==> config.mk <==
export PLATFORM = sky130hd
export DESIGN_NAME = get_stream_fsm
export DESIGN_NICKNAME = d
export VERILOG_FILES = /design/src/rtl/get_stream_fsm.sv
export SDC_FILE = /design/constraint.sdc
export NUM_CORES = 1
export LEC_CHECK = 0
export BUFFER_PORTS_ARGS = -buffer_cell sky130_fd_sc_hd__buf_4
export CAP_MARGIN = 5
export CORE_MARGIN = 10
export CORE_UTILIZATION = 45
export DETAILED_ROUTE_END_ITERATION = 12
export GPL_ROUTABILITY_DRIVEN = 1
export PLACE_DENSITY = 0.76
export SYNTH_ARGS = -nofsm -noshare
export SYNTH_HDL_FRONTEND = slang
export SYNTH_SLANG_ARGS = --single-unit
==> constraint.sdc <==
create_clock -name clk -period 4.2 [get_ports clk]
set_input_delay 0.42 -clock clk [delete_from_list [all_inputs] [get_ports clk]]
set_output_delay 0.42 -clock clk [all_outputs]
set_load 0.03 [all_outputs]
==> src/rtl/get_stream_fsm.sv <==
// get_stream_fsm: GET command sub-FSM. It issues a key lookup and waits for
// the hit/miss response, aborting after TIMEOUT enabled cycles. On a hit it
// streams the stored value LSB-first in BEAT_W-wide beats over valid/ready,
// then reports completion to the controller with a one-cycle done pulse.
//
// Ports:
//   clk, rst_n      clock, synchronous active-low reset
//   en, enter       advance enable / start-restart (enter has priority)
//   lookup_req      key-store request, held until a response arrives
//   lookup_vld, hit key-store response and hit qualifier
//   value_in        stored value, captured on lookup_vld & hit
//   out_data/out_valid/out_ready/out_last  beat stream
//   done, op_succ, timeout_err             completion pulse and status
module get_stream_fsm #(
  parameter int unsigned VALUE_W = 64,
  parameter int unsigned BEAT_W  = 16,
  parameter int unsigned TIMEOUT = 15
) (
  input  logic               clk,
  input  logic               rst_n,
  input  logic               en,
  input  logic               enter,
  output logic               lookup_req,
  input  logic               lookup_vld,
  input  logic               hit,
  input  logic [VALUE_W-1:0] value_in,
  output logic [BEAT_W-1:0]  out_data,
  output logic               out_valid,
  input  logic               out_ready,
  output logic               out_last,
  output logic               done,
  output logic               op_succ,
  output logic               timeout_err
);

  localparam int unsigned BEATS      = VALUE_W / BEAT_W;
  localparam int unsigned BEAT_CNT_W = (BEATS > 1) ? $clog2(BEATS) : 1;
  localparam int unsigned WAIT_W     = $clog2(TIMEOUT + 1);

  typedef enum logic [1:0] {IDLE, LOOKUP, SEND, DONE} state_t;

  state_t                         state_q, state_d;
  logic [BEATS-1:0][BEAT_W-1:0]   value_q, value_d;
  logic [BEAT_CNT_W-1:0]          beat_cnt_q, beat_cnt_d;
  logic [WAIT_W-1:0]              wait_cnt_q, wait_cnt_d;
  logic                           succ_q, succ_d;
  logic                           tmo_q, tmo_d;
  logic                           act;
  logic                           is_last;

  // State and datapath registers
  always_ff @(posedge clk) begin
    if (!rst_n) begin
      state_q    <= IDLE;
      value_q    <= '0;
      beat_cnt_q <= '0;
      wait_cnt_q <= '0;
      succ_q     <= 1'b0;
      tmo_q      <= 1'b0;
    end else begin
      state_q    <= state_d;
      value_q    <= value_d;
      beat_cnt_q <= beat_cnt_d;
      wait_cnt_q <= wait_cnt_d;
      succ_q     <= succ_d;
      tmo_q      <= tmo_d;
    end
  end

  // Next-state and output decode
  always_comb begin
    state_d     = state_q;
    value_d     = value_q;
    beat_cnt_d  = beat_cnt_q;
    wait_cnt_d  = wait_cnt_q;
    succ_d      = succ_q;
    tmo_d       = tmo_q;
    lookup_req  = 1'b0;
    out_valid   = 1'b0;
    out_last    = 1'b0;
    out_data    = '0;
    done        = 1'b0;
    op_succ     = 1'b0;
    timeout_err = 1'b0;

    // Handshake-style outputs only fire on a cycle that actually advances
    act     = en && !enter && rst_n;
    is_last = (beat_cnt_q == BEAT_CNT_W'(BEATS - 1));

    unique case (state_q)
      LOOKUP: lookup_req = act;
      SEND: begin
        out_valid = act;
        out_last  = act && is_last;
        // Data stays visible on stalls; it only depends on the beat pointer
        if (rst_n) out_data = value_q[beat_cnt_q];
      end
      DONE: begin
        done        = act;
        op_succ     = act && succ_q;
        timeout_err = act && tmo_q;
      end
      default: ;
    endcase

    if (enter) begin
      state_d    = LOOKUP;
      wait_cnt_d = '0;
      beat_cnt_d = '0;
      succ_d     = 1'b0;
      tmo_d      = 1'b0;
    end else if (en) begin
      unique case (state_q)
        IDLE: ;
        LOOKUP: begin
          // A response in the timeout cycle wins over the timeout
          if (lookup_vld) begin
            if (hit) begin
              value_d    = value_in;
              beat_cnt_d = '0;
              state_d    = SEND;
            end else begin
              succ_d  = 1'b0;
              state_d = DONE;
            end
          end else if (wait_cnt_q == WAIT_W'(TIMEOUT - 1)) begin
            tmo_d   = 1'b1;
            succ_d  = 1'b0;
            state_d = DONE;
          end else begin
            wait_cnt_d = wait_cnt_q + WAIT_W'(1);
          end
        end
        SEND: begin
          if (out_ready) begin
            if (is_last) begin
              succ_d  = 1'b1;
              state_d = DONE;
            end else begin
              beat_cnt_d = beat_cnt_q + BEAT_CNT_W'(1);
            end
          end
        end
        DONE: state_d = IDLE;
        default: state_d = IDLE;
      endcase
    end
  end

endmodule

==> impl_metrics.ini <==
[sta]
finalCritPeriodShare_pct = 68.5
worst_clock_skew_ns = 0.0100
worst_pin_slew_ns = 1.22
hold-worst-slack_ns = 0.318
clock.fmax_ghz = 0.348
setup_viol = 0
slew_violations = 0
min_period_ns = 2.88
rsz0062_at_grt = false
setup_tns_ns = 0
hold_viol_final = 0
slew-limit-headroom_pct = 18.6

[global_routing]
grt_pass1_wl_microns = 14700
grt_use_total_pct = 14.3
grt_overflow_total = 0
grt_max_degree = 85
antenna_found_initial = 0
grt_pass1_vias = 3003

[clock_tree]
hold_buffers = 0
cts_max_path_buffers = 2
cts.sinks = 74
post_cts_buffers = 0
clk_pin_slew_worst_paths_ns = 0.08
cts.repair.resized = 0
cts-root-buf = clkbuf_8
insertion_delay_ns = 0.35
cts_tree = done
htree_num_levels = 3
numCtsBuffers = 9

[place]
hpwl_microns = 6370
placed_cell_area_sq_um = 4370
place.gp.congestion = 0.781
port_buffers = 92

[die]
io_pins = 93
rows = 33
die_area_sq_um = 12200
core_sq_um = 8090
initial_core_util_pct = 45.7
dieHeight_microns = 111
die_x_microns = 111

[critical_path]
arrival_ns = 2.46
critPathKind = reg -> out
startpoint = beat_cnt_q[1]
critPathCaptureType = output port
r2r_start = beat_cnt_q[1]
critPathMaxFanout = 18
r2r_cells = 5
start_kind = flip-flop
critPathRequiredTime_ns = 3.78

[synth]
ys_seq_elements = 74
avgSynthCellArea_sq_um = 9.51
yosys_warnings = 0
synth_cell_type_count = 37
async_reset_ff_share_pct = 0
syn_area_sq_um = 3700
syn_nets = 463
seq_area_frac_synth_pct = 40.0
syn_inst = 389
ys.flop_type = dfxtp_1
synth_edf_count = 0

[worst_hold_path]
hp-class = in -> reg
holdPathStages = 3
hold_path_startpoint = value_in[31]

[status]
status = finished, final reports clean

[power_and_ir_drop]
ir_drop_uv = 158
fin_total_pwr_mw = 1.51
p_per_area_nw_per_um2 = 325
power_leakage_nw = 1.75

[layout]
area_growth_pct = 25.7
fin_nets = 540
final_util_pct = 57.5
drive_gt1_share_pct = 41.0
diodes = 0
fill_cells = 719
fin_area_sq_um = 4650

[drt]
ant_nets = 0
detail_route.first_pass.iterations = 4
wl_per_cell_microns = 15.6
post_drt_via_cell_ratio = 5.07
drt_wl_total_microns = 9010
vias = 2918
drc_errors = 0
drt_iter0_markers = 70

[flow_run]
max-cap-violations = 0
==> stage by stage <==
| stage | worst slack [ns] | std cells |
|---|---|---|
| finish | 1.32 | 576 |
| global route | 1.12 | 576 |
| CTS | 1.26 | 574 |
| detailed placement | 1.65 | 558 |
| global placement | 1.64 | 558 |
| floorplan | 2.13 | 389 |
==> report_power, final <==
group	switching, mW	leakage, nW	internal (mW)
registers	0.00624	0.597	0.709
clock network	0.271	0.127	0.413
logic	0.0436	1.02	0.0693
total	0.321	1.75	1.19
==> metal layers <==
layer  routed length [microns]  GRT usage (%)
met5                         0              0
met4                       106           6.25
met3                       511           4.60
met2                      4270           22.8
met1                      4120           17.3
==> area by class of cell <==
type                            count  area [sq um]  share of cell area [%]
Tap cell                          105           131                    2.82
Timing Repair Buffer               96           742                    15.9
Sequential cell                    74          1480                    31.8
Inverter                            2          7.51                   0.161
Clock inverter                      6           113                    2.42
Clock buffer                       10           138                    2.96
Multi-Input combinational cell    283          2040                    43.8
==> kinds of logic (layout without fill, tap and decap cells) <==
kind of cell    Yosys count  after routing  synth area share (%)
compound gates           78             78                  21.7
fa+ha+maj                 3              3                  1.01
mux                      16             16                  9.74
xor+xnor                  3              3                 0.710
simple gates            183            183                  21.9
flops                    74             74                  40.0
buf+inv                  32            114                  4.90
==> cell usage after synthesis, types with 3 or more instances <==
cell / number / area (sq um)
nand2b_1: 4 / 25.0
clkbuf_1: 17 / 63.8
a21boi_2: 60 / 676
nand3_1: 5 / 25.0
a21boi_0: 4 / 30.0
mux4_2: 16 / 360
and2_1: 4 / 25.0
nand2_1: 135 / 507
nor2_1: 7 / 26.3
buf_2: 3 / 15.0
and3_1: 18 / 113
buf_6: 7 / 78.8
dfxtp_1: 74 / 1480
ha_1: 3 / 37.5
a21oi_1: 4 / 20.0
==> critical path, stage by stage (launching register included) <==
cell	delay [ns]
dfxtp_1	1.13
mux4_2	0.61
and3_1	0.20
buf_4	0.17
==> layout by cell type, fill, tap and decap left out, types with 3 or more instances in the layout <==
cell type,n
a21boi_0,4
nand2b_1,3
nand2_1,135
a21boi_2,60
ha_1,3
buf_4,94
a21oi_1,4
mux4_2,16
dfxtp_1,74
nor2_1,7
bufinv_16,3
and3_1,18
nand3_1,5
clkbuf_8,10
and2_1,4
==> registers in the layout, summed over array words and instances (netlist names) <==
name	count
wait_cnt_q	4
succ_q	1
state_q	2
beat_cnt_q	2
tmo_q	1
value_q	64
==> path summary, 6_finish.rpt <==
| kind | end | slack (ns) |
|---|---|---|
| worst max register to register | beat_cnt_q[0] | 1.94 |
| worst min-delay path | value_q[31] | 0.32 |
| worst max-delay path | out_data[13] | 1.32 |
| worst min register to register | value_q[43] | 0.47 |
Power figures use the tool's default switching activity.
